===== config.mk =====
export PLATFORM = sky130hd
export DESIGN_NAME = gyro_integrator
export DESIGN_NICKNAME = d
export VERILOG_FILES = /design/src/rtl/gyro_pkg.sv /design/src/rtl/gyro_bias_cal.sv /design/src/rtl/gyro_integrator.sv
export SDC_FILE = /design/constraint.sdc
export NUM_CORES = 1
export LEC_CHECK = 0
export CELL_PAD_IN_SITES_DETAIL_PLACEMENT = 1
export CELL_PAD_IN_SITES_GLOBAL_PLACEMENT = 2
export CORE_MARGIN = 4
export CORE_UTILIZATION = 38
export CTS_BUF_LIST = sky130_fd_sc_hd__clkbuf_4 sky130_fd_sc_hd__clkbuf_8
export DETAILED_ROUTE_END_ITERATION = 6
export PLACE_DENSITY_LB_ADDON = 0.1
export SLEW_MARGIN = 20
export SYNTH_ARGS = -nofsm -noshare
export SYNTH_HDL_FRONTEND = slang
export SYNTH_SLANG_ARGS = --single-unit

===== constraint.sdc =====
create_clock -name clk -period 5.78 [get_ports clk]
set_input_delay 1.445 -clock clk [delete_from_list [all_inputs] [get_ports clk]]
set_output_delay 1.445 -clock clk [all_outputs]
set_load 0.02 [all_outputs]

===== src/rtl/gyro_pkg.sv =====
// Shared types and elaboration helpers for the gyro angle integrator.
// The state enum carries the calibration state unconditionally; it is only reachable with GYRO_BIAS_CAL_EN.
package gyro_pkg;

    typedef enum logic [2:0] {
        ST_IDLE,
        ST_ADD,
        ST_NORM,
        ST_DONE,
        ST_CAL
    } state_t;

    // Two guard bits hold angle + rate - bias without overflow for either sign.
    function automatic int sum_width(input int angle_w, input int data_w);
        return ((angle_w > data_w) ? angle_w : data_w) + 2;
    endfunction

    // Sign-extends the low w bits of v to 64 bits; callers cast down to their working width.
    function automatic logic signed [63:0] sext(input logic [63:0] v, input int unsigned w);
        logic signed [63:0] t;
        t = $signed(v << (64 - w));
        return t >>> (64 - w);
    endfunction

endpackage


===== src/rtl/gyro_bias_cal.sv =====
// Zero-rate bias measurement: averages 2^CAL_LOG2 rate vectors per axis into bias registers.
// The bias registers keep their value until the next completed calibration run.
module gyro_bias_cal
    import gyro_pkg::*;
#(
    parameter int NUM_AXES = 3,
    parameter int DATA_W   = 16,
    parameter int CAL_LOG2 = 4
) (
    input  logic                       clk,
    input  logic                       RST,
    input  logic                       start,
    input  logic                       sample,
    input  logic [NUM_AXES*DATA_W-1:0] sample_data,
    output logic                       done,
    output logic [NUM_AXES*DATA_W-1:0] bias
);

    localparam int ACC_W = DATA_W + CAL_LOG2;
    localparam int CNT_W = (CAL_LOG2 > 0) ? CAL_LOG2 : 1;
    localparam logic [CNT_W-1:0] LAST_CNT = CNT_W'((1 << CAL_LOG2) - 1);

    logic signed [ACC_W-1:0] acc     [NUM_AXES];
    logic signed [ACC_W-1:0] acc_sum [NUM_AXES];
    logic [CNT_W-1:0]        cnt;

    assign done = sample && (cnt == LAST_CNT);

    always_comb begin
        for (int i = 0; i < NUM_AXES; i++) begin
            acc_sum[i] = acc[i] + ACC_W'(sext(64'(sample_data[i*DATA_W +: DATA_W]), DATA_W));
        end
    end

    always_ff @(posedge clk or negedge RST) begin
        if (!RST) begin
            cnt  <= '0;
            bias <= '0;
            for (int i = 0; i < NUM_AXES; i++) acc[i] <= '0;
        end else if (start) begin
            cnt <= '0;
            for (int i = 0; i < NUM_AXES; i++) acc[i] <= '0;
        end else if (sample) begin
            cnt <= cnt + 1'b1;
            for (int i = 0; i < NUM_AXES; i++) begin
                acc[i] <= acc_sum[i];
                if (done) bias[i*DATA_W +: DATA_W] <= DATA_W'(acc_sum[i] >>> CAL_LOG2);
            end
        end
    end

endmodule


===== src/rtl/gyro_integrator.sv =====
// Multi-axis angle integrator: one shared adder walks the axes, wrapping each angle into [0, FULL_SCALE-1].
// Define GYRO_BIAS_CAL_EN to add the bias-calibration state, cal_start/cal_busy ports and gyro_bias_cal.
module gyro_integrator
    import gyro_pkg::*;
#(
    parameter int NUM_AXES   = 3,
    parameter int DATA_W     = 16,
    parameter int ANGLE_W    = 16,
    parameter int FULL_SCALE = 360,
    parameter int SHIFT      = 0
`ifdef GYRO_BIAS_CAL_EN
    ,
    parameter int CAL_LOG2   = 4
`endif
) (
    input  logic                        clk,
    input  logic                        RST,
    input  logic                        in_valid,
    output logic                        in_ready,
    input  logic [NUM_AXES*DATA_W-1:0]  in_data,
    input  logic                        zero,
`ifdef GYRO_BIAS_CAL_EN
    input  logic                        cal_start,
    output logic                        cal_busy,
`endif
    output logic                        out_valid,
    output logic [NUM_AXES*ANGLE_W-1:0] angle,
    output logic [NUM_AXES-1:0]         wrap_flag
);

    localparam int SUM_W  = sum_width(ANGLE_W, DATA_W);
    localparam int AXIS_W = (NUM_AXES > 1) ? $clog2(NUM_AXES) : 1;
    localparam logic signed [SUM_W-1:0] FS        = SUM_W'(FULL_SCALE);
    localparam logic [AXIS_W-1:0]       LAST_AXIS = AXIS_W'(NUM_AXES - 1);

    state_t                    state, state_next;
    logic [NUM_AXES*DATA_W-1:0] data_q;
    logic [AXIS_W-1:0]         axis_q;
    logic signed [SUM_W-1:0]   sum_q;
    logic [ANGLE_W-1:0]        angle_q [NUM_AXES];
    logic signed [SUM_W-1:0]   rate_ext, bias_ext, angle_ext;
    logic                      accept, sum_neg, sum_over, out_valid_next;

    assign accept   = in_valid && in_ready;
    assign sum_neg  = sum_q[SUM_W-1];
    assign sum_over = !sum_neg && (sum_q >= FS);

    assign rate_ext  = SUM_W'(sext(64'(data_q[axis_q*DATA_W +: DATA_W]), DATA_W) >>> SHIFT);
    assign angle_ext = SUM_W'(angle_q[axis_q]);

`ifdef GYRO_BIAS_CAL_EN
    logic [NUM_AXES*DATA_W-1:0] bias_vec;
    logic                       cal_done;

    gyro_bias_cal #(
        .NUM_AXES (NUM_AXES),
        .DATA_W   (DATA_W),
        .CAL_LOG2 (CAL_LOG2)
    ) u_bias_cal (
        .clk         (clk),
        .RST         (RST),
        .start       ((state == ST_IDLE) && !zero && !accept && cal_start),
        .sample      ((state == ST_CAL) && accept),
        .sample_data (in_data),
        .done        (cal_done),
        .bias        (bias_vec)
    );

    assign bias_ext = SUM_W'(sext(64'(bias_vec[axis_q*DATA_W +: DATA_W]), DATA_W));
    assign cal_busy = (state == ST_CAL);
`else
    assign bias_ext = '0;
`endif

    always_ff @(posedge clk or negedge RST) begin
        if (!RST) state <= ST_IDLE;
        else      state <= state_next;
    end

    // NOTE: every signal assigned in a combinational process gets a default first, so no path leaves it holding and infers a latch.
    always_comb begin
        state_next = state;
        if (zero) begin
            state_next = ST_IDLE;
        end else begin
            case (state)
                ST_IDLE: begin
                    if (accept) state_next = ST_ADD;
`ifdef GYRO_BIAS_CAL_EN
                    else if (cal_start) state_next = ST_CAL;
`endif
                end
                ST_ADD:  state_next = ST_NORM;
                ST_NORM: begin
                    if (!sum_neg && !sum_over) state_next = (axis_q == LAST_AXIS) ? ST_DONE : ST_ADD;
                end
                ST_DONE: state_next = ST_IDLE;
`ifdef GYRO_BIAS_CAL_EN
                ST_CAL:  if (cal_done) state_next = ST_IDLE;
`endif
                default: state_next = ST_IDLE;
            endcase
        end
    end

    always_comb begin
        in_ready       = ((state == ST_IDLE) || (state == ST_CAL)) && !zero;
        out_valid_next = (state == ST_DONE) && !zero;
    end

    // NOTE: the per-axis angle array is only NUM_AXES words, so it is reset like ordinary registers rather than left to a clear sequence.
    always_ff @(posedge clk or negedge RST) begin
        if (!RST) begin
            data_q    <= '0;
            axis_q    <= '0;
            sum_q     <= '0;
            wrap_flag <= '0;
            out_valid <= 1'b0;
            for (int i = 0; i < NUM_AXES; i++) angle_q[i] <= '0;
        end else begin
            out_valid <= out_valid_next;
            if (zero) begin
                wrap_flag <= '0;
                for (int i = 0; i < NUM_AXES; i++) angle_q[i] <= '0;
            end else begin
                case (state)
                    ST_IDLE: if (accept) begin
                        data_q    <= in_data;
                        axis_q    <= '0;
                        wrap_flag <= '0;
                    end
                    ST_ADD: sum_q <= angle_ext + rate_ext - bias_ext;
                    ST_NORM: begin
                        // One modulus correction per cycle keeps the adder path to a single add.
                        if (sum_neg) begin
                            sum_q             <= sum_q + FS;
                            wrap_flag[axis_q] <= 1'b1;
                        end else if (sum_over) begin
                            sum_q             <= sum_q - FS;
                            wrap_flag[axis_q] <= 1'b1;
                        end else begin
                            angle_q[axis_q] <= ANGLE_W'(sum_q);
                            axis_q          <= axis_q + 1'b1;
                        end
                    end
                    default: ;
                endcase
            end
        end
    end

    for (genvar g = 0; g < NUM_AXES; g++) begin : g_angle
        assign angle[g*ANGLE_W +: ANGLE_W] = angle_q[g];
    end

endmodule


# Word level (Yosys, flattened, before mapping)
# Index checks and enable logic that the tools add are counted.
[word_totals]
register_bits = 123
latchBits = 0
mem_bits_rw = 0
mem_bits_ro = 0
input_bits = 52
out_inout_bits = 53
mem_count = 0
[classes]
add_sub_neg = 4
n_mul = 0
n_div = 0
magnitude_cmp = 5
eq_ne = 14
shift = 1
n_mux = 29
bitwise = 3
reduce_logical = 23
[op_table]
columns = ["op", "n"]
rows = [
  ["$mux 48", 4],
  ["$bwmux 48", 1],
  ["$mux 16", 3],
  ["$shiftx 48x7->16", 1],
  ["$mux 18", 2],
  ["$pmux 18 s2", 1],
  ["$bmux 16 s2", 1],
  ["$demux 16 s2", 1],
  ["$mux 3", 7],
  ["$add 17x16->18", 1],
  ["$add 18x10->18 const B", 1],
  ["$ge 18x10->1 const B", 1],
  ["$sub 18x10->18 const B", 1],
  ["$reduce_and 3->1", 4],
  ["$ne 2x2->1 const B", 5],
  ["$ne 3x3->1 const B", 3],
  ["$pmux 3 s3", 1],
  ["$mux 2", 4],
  ["$logic_and 1x1->1", 7],
  ["$eq 3x2->1 const B", 2],
  ["$pmux 3 s2", 1],
  ["$reduce_bool 2->1", 3],
  ["$reduce_and 5->1", 1],
  ["$ne 4x4->1 const B", 1],
  ["19 further kinds", 22],
]

# Depth between registers and ports, before layout
[depth]
word_depth = 10
ltp_mapped = 16
mapped_depth_nobuf = 14

# Worst setup path after synthesis
# OpenSTA, ideal clock, no wires.
[synth_timing]
kind = "reg-to-reg"
from = "register axis_q[1]"
to = "register sum_q[12]"
arrival_ns = 3.321
required_ns = 5.676
setup_slack_ns = 2.355
path_stages_with_launch = 15
n_path_buf = 2
cell_sequence = "dfrtp_1 -> clkbuf_1 -> buf_1 -> mux2i_1 -> o21ai_0 -> ha_1 -> inv_1 -> fa_1 -> nor2b_1 -> o2111ai_1 -> a21boi_0 -> nand4_1 -> a21oi_1 -> xnor2_1 -> a221oi_1"
[synth_via]
elab_chain_len = 6
word_cells_on_any_way = 7
cone_classes = "add/sub: 1; shift: 1; mux: 4; bitwise: 1"
[synth_rtl]
columns = ["element", "line_no", "source"]
rows = [
  ["start: declaration", "gyro_integrator.sv:38", "logic [AXIS_W-1:0] axis_q;"],
  ["start signal: assignment", "gyro_integrator.sv:143", "axis_q <= axis_q + 1'b1;"],
  ["parallel branches: the longest is 4 deep, another holds $shiftx 48x7->16", "n/a", ""],
  ["$add 17x16->18 (*)", "gyro_integrator.sv:132", "ST_ADD: sum_q <= angle_ext + rate_ext - bias_ext;"],
  ["$pmux 18 s2 (*)", "gyro_integrator.sv:126", "case (state)"],
  ["end signal: assignment", "gyro_integrator.sv:132", ""],
  ["end signal: assignment", "gyro_integrator.sv:136", "sum_q <= sum_q + FS;"],
  ["end signal: assignment", "gyro_integrator.sv:139", "sum_q <= sum_q - FS;"],
  ["end: declaration", "gyro_integrator.sv:39", "logic signed [SUM_W-1:0] sum_q;"],
]
# Mark *: on every way between the ends. The select of a mux whose other input is x is not followed.
# A chain may end at the register's enable or synchronous reset.

# Worst setup path after layout
[layout_timing]
from = "input zero"
to = "output in_ready"
[layout_via]
elab_chain_len = 2
[layout_rtl]
columns = ["element", "line_no", "source"]
rows = [
  ["start: declaration", "gyro_integrator.sv:21", "input logic zero,"],
  ["$logic_not 1->1", "gyro_integrator.sv:107", "in_ready = ((state == ST_IDLE) || (state == ST_CAL)) && !zero;"],
  ["$logic_and 1x1->1", "gyro_integrator.sv:107", ""],
  ["end: declaration", "gyro_integrator.sv:19", "output logic in_ready,"],
]
# Every way passes these cells.

==> results.md <==
- Max clock buf depth: 2
- Core ar.: 17420 um2
- Synth warn: 0
- Fin crit period: 4328 ps
- Largest area contributor in the netlist: dfrtp_1
- H-tree levels: 4
- Mean Syn Cell Area: 10.24 um2
- Crit-path max cell delay: 640 ps
- Pleak: 3.482 nW
- Setup TNS: 0 ps
- Seq pwr share: 0.408
- Clk root buf: clkbuf_8
- EDFF count, synth: 0
- P_int: 0.002010 W
- Reg clk slew, reported paths: 80 ps
- # hold bufs at CTS: 0
- Setup ws final: 1452 ps
- Peak supply drop: 0.1672 mV
- Synth Register Bits: 122
- Drt initial violations: 226
- Antenna violations before repair: 0
- Vias: 5481
- Final setup fails: 0
- Sequential area share after synthesis: 0.4504
- Die Width: 141.6 um
- Worst EP arrival: 2880 ps
- Crit-path cells: clkdlybuf4s50_1 > buf_4 > nor2b_1 > clkdlybuf4s50_1
- Pre-CTS setup slack: 1430 ps
- Setup Crit Path Kind: in -> out
- Number of global-route vias before repair: 5993
- Switching portion of total power: 0.3930
- Status: finished clean
- Mapped Nets: 741
- CTS Buf Count: 17
- Synth area leaders: dfrtp_1, mux2_2, mux2i_1
- Largest net degree at the start of global routing: 74
- Remaining DRCs: 0
- Final Hold Viols: 0
- Share of layout cells above drive strength 1: 0.1397
- Most common cell in the netlist: dfrtp_1
- Routed wire length: 20.48 mm
- Total congestion overflow: 0
- CP Capture Type: output pin
- Antenna-violating nets left: 0
- Asr flop ratio synth: 1.000
- FILL cells: 1941
- RSZ-0062 raised after global routing: false
- Commonest cells in the netlist: dfrtp_1, nand2_1, mux2_2, o21ai_0, mux2i_1
- Startpoint types: input port
- Io pins: 105
- Slowest stage cell, crit path: clkdlybuf4s50_1
- Post-synth top flop: dfrtp_1
- FF/Latch Area: 3054 um2
- Clock skew: 9.773 ps
- Worst slew pin tran: 1001 ps
- Final worst-path cycle share: 0.7489
- Port Buffers: 104
- CTS resizes: 0
- Clock power frac: 0.234
- Final net count: 832
- Mapped cell area: 6779 um2
- NetSw: 0.001302 W
- Die H: 141.6 um
- Most frequent CP cell: clkdlybuf4s50_1
- Gr usage total: 0.2115
- Netlist cell types: 61
- CTS tree: built
- Area grow syn2layout: 23.51%
- Antenna diodes: 0
- Multi-input logic area: 3493 um2
- Crit path max fanout: 16
- Rel. slew slack: 0.3329
- Setup repair bufs after CTS: 0
- DPL Wire Length: 14.87 mm
- Final GP Congestion: 0.8088
- Clock latency on the worst-skew pair: 440 ps
- Post-synth top area share: 0.4504
- Initial Utilization: 0.3892
- Combinational power share: 0.358
- Highest Clock Rate: 0.2310 GHz
- PwrDens: 395.6 nW/um2
- Hold Path Class: reg -> reg
- Clock Sinks: 122
- First-pass GRT wire length: 33.50 mm
- Row cnt: 48
- Worst endpoint required time: 4340 ps
- Average vias per placed instance: 5.531
- Final-report max-slew violation count: 0
- DIE AREA: 20040 um2
- Mapped Cells: 662
- WL/cell: 20.66 um
- Max-cap viol count: 0
- Initial DRT Pass Iterations: 4
## worst max-delay path: cells and delay by family
kind | cells | cell delay [ps]
buf+inv | 3 | 1230
simple gates | 1 | 200
## power by group through the flow
stage / combinational, W / sequential [W] / clock [W]
6_report: 0.00119 / 0.00135 / 0.000774
2_1_floorplan: 0.000929 / 0.00123 / 0
3_5_place_dp: 0.00118 / 0.00137 / 0
5_1_grt: 0.00132 / 0.00139 / 0.000837
3_3_place_gp: 0.00113 / 0.00135 / 0
4_1_cts: 0.00119 / 0.00135 / 0.000797
## area by class of cell
type                            count  area share
Clock buffer                       19     0.03048
Clock inverter                     13     0.01689
Inverter                           15    0.006724
Multi-Input combinational cell    486      0.4172
Sequential cell                   122      0.3648
Tap cell                          225     0.03362
Timing Repair Buffer              111      0.1303
## metal layers
metal,track usage,wire length [um],vias to the layer above
li1,-,-,2579
met1,0.3001,9658,2764
met2,0.3248,9488,113
met3,0.04483,1026,25
met4,0.06667,304,0
met5,0,0,-
## placed cells by master (no fill, tap or decap), types with 3 or more instances in the layout
master / n
dfrtp_1: 121
clkdlybuf4s50_1: 103
nand2_1: 68
o21ai_0: 48
mux2_2: 48
mux2i_1: 36
a21oi_1: 33
nor2_1: 30
a22o_1: 27
ha_1: 26
and2_1: 21
clkbuf_8: 18
inv_1: 15
nand3_1: 12
xor2_1: 11
nor2b_1: 10
nor3_1: 9
a31oi_1: 8
buf_4: 8
xnor2_1: 6
o22ai_1: 5
nand2b_1: 5
o211ai_1: 5
a31o_2: 4
a21o_1: 4
nand4_1: 4
o21a_1: 4
and3_1: 4
a211oi_1: 4
a21oi_2: 3
or2_2: 3
o221ai_1: 3
or3_1: 3
o311ai_0: 3
clkinv_2: 3
clkinvlp_4: 3
inv_6: 3
## final timing paths
check | from | to | slack (ps) | depth (start not counted)
hold reg to reg | wrap_flag[0] | wrap_flag[0] | 500 | 2
min in group asynchronous | RST | angle[3] | 790 | 1
setup reg to reg | axis_q[1] | sum_q[12] | 1780 | 13
max in group asynchronous | RST | angle[26] | 3890 | 2
setup / recovery | zero | in_ready | 1450 | 4
hold / removal | wrap_flag[0] | wrap_flag[0] | 500 | 2
## cell families after synthesis
group           share of synthesized area
flops                              0.4504
simple gates                       0.1405
mux                                0.1329
buf+inv                           0.03507
fa+ha+maj                         0.05094
xor+xnor                          0.02196
compound gates                     0.1683
## through the flow
stage	util	total power [W]	hold WS, ps	instance area [um2]	instances
2_1_floorplan	-	0.002154	478.7	6779	662
4_1_cts	0.4807	0.003338	506.9	8373	991
6_report	0.4807	0.003312	498.1	8373	991
3_3_place_gp	0.4580	0.002480	486.9	7976	959
5_1_grt	0.4807	0.003553	522.0	8373	991
3_5_place_dp	0.4580	0.002543	488.5	7976	959
## state kept, by name, indices dropped and copies added (netlist names)
signal and cells:
wrap_flag 3, axis_q 2, out_valid 1, angle 48, data_q 48, state 2, sum_q 18
Power figures use the tool's default switching activity.
==> variant: new RTL, same flow settings <==
The option `GYRO_BIAS_CAL_EN` is turned on by a define.
--- a/src/rtl/gyro_integrator.sv
+++ b/src/rtl/gyro_integrator.sv
@@ -2,2 +2,4 @@
 // Define GYRO_BIAS_CAL_EN to add the bias-calibration state, cal_start/cal_busy ports and gyro_bias_cal.
+`define GYRO_BIAS_CAL_EN
+
 module gyro_integrator
Ports: changed (added cal_busy and cal_start); port bits go from 105 to 107. The function was not compared with the original's and may differ.
==> variant against the unedited design <==
Cell area is 110% higher. Power increased by 110%. Setup slack lost 93 ps. Routed wire length grew 140%. Register-to-register slack lost 390 ps. Clock skew is 15 ps higher. Die area rose by 110%. Largest power group is now combinational logic. Combinational power rose by 130%. Critical path depth is the same. Sequential cell count is 113 higher. Clock power increased by 140%. Area after synthesis rose by 120%.
==> variant: results (changes against the unedited design) <==
* Status: finished clean
* M2 GR Usage at 40.6% (+8.1 points)
* Placed cell count at 2264 (+140%)
* NonClk Buf Share at 7.12% (-5.9 points)
* Pre-CTS setup slack at 1150 ps (-282 ps)
* Crit path max fanout at 4 (-12)
* Hpwl dp at 35700 um (+140%)
* Worst reg2reg path depth at 14 (+1)
* Vias in the first global route at 13700 (+130%)
* Worst VDD drop at 0.178 mV (+6.4%)
* Largest cells by area after synthesis: dfrtp_1 (40%), nand2_1 (7.1%), ha_1 (7.0%)
* Largest net degree at the start of global routing at 126 (+70%)
* Library cells used by synthesis at 81 (+33%)
* Fillers at 4519 (+130%)
* Worst slew pin tran at 969 ps (-31.9 ps)
* Wirelength per Cell at 20.7 um (+0.38%)
* M3 GR Usage at 3.28% (-1.2 points)
* Clock slew at reported path FFs at 50 ps (-30 ps)
* Arrival time at the worst endpoint at 2980 ps (+100 ps)
* Leak pwr at 8.16 nW (+130%)
* Signal buffers at 126 (+14%)
* Clock latency on the worst-skew pair at 620 ps (+180 ps)
* Met1 Use GR at 30.5% (+0.47 points)
* Inverters at 60 (+45)
* Synth top cells by count: nand2_1 (282), dfrtp_1 (235), o21ai_0 (155)
* Total GRT Usage at 23.5% (+2.3 points)
* Global-route wire length before repair at 77700 um (+130%)
* Slowest cell delay on critical path at 690 ps (+50 ps)
* Final #Nets at 1951 (+130%)
==> variant: changes by cell type in the layout (fill, tap and decap cells not counted), sizes merged, moves of 44 or more <==
| cell | unedited run | this run |
|---|---|---|
| nand2 | 70 | 282 |
| dfrtp | 122 | 235 |
| o21ai | 50 | 163 |
| nor2 | 33 | 127 |
| a21oi | 36 | 123 |
| nand3 | 12 | 91 |
| ha | 26 | 83 |
| clkbuf | 19 | 73 |
| mux2 | 48 | 4 |
==> variant: logic make-up (layout without fill, tap and decap cells) <==
kind of cell / count (synthesis) / after routing / synth area share, %
flops: 235 / 235 / 39.6
mux: 77 / 77 / 5.22
fa+ha+maj: 103 / 103 / 9.69
compound gates: 438 / 438 / 17.9
xor+xnor: 64 / 64 / 3.96
simple gates: 643 / 643 / 19.7
buf+inv: 151 / 270 / 3.90
==> variant: path summary, 6_finish.rpt <==
check,startpoint,slack [ps],to
worst max-delay path,zero,1360,in_ready
worst min-delay path,data_q[28]$_DFFE_PN0P_,470,data_q[28]$_DFFE_PN0P_
worst max register to register,axis_q[1]$_DFFE_PN0P_,1390,sum_q[17]$_DFFE_PN0P_
worst min register to register,data_q[28]$_DFFE_PN0P_,470,data_q[28]$_DFFE_PN0P_
max in group asynchronous,RST,3870,axis_q[0]$_DFFE_PN0P_
min in group asynchronous,RST,740,angle[8]$_DFFE_PN0P_
==> variant: where the power goes <==
| group | leakage [nW] | internal, mW | switching [mW] | total (mW) |
|---|---|---|---|---|
| Clock | 0.540 | 1.07 | 0.785 | 1.85 |
| Sequential | 3.15 | 1.91 | 0.303 | 2.21 |
| Combinational | 4.48 | 1.12 | 1.65 | 2.76 |
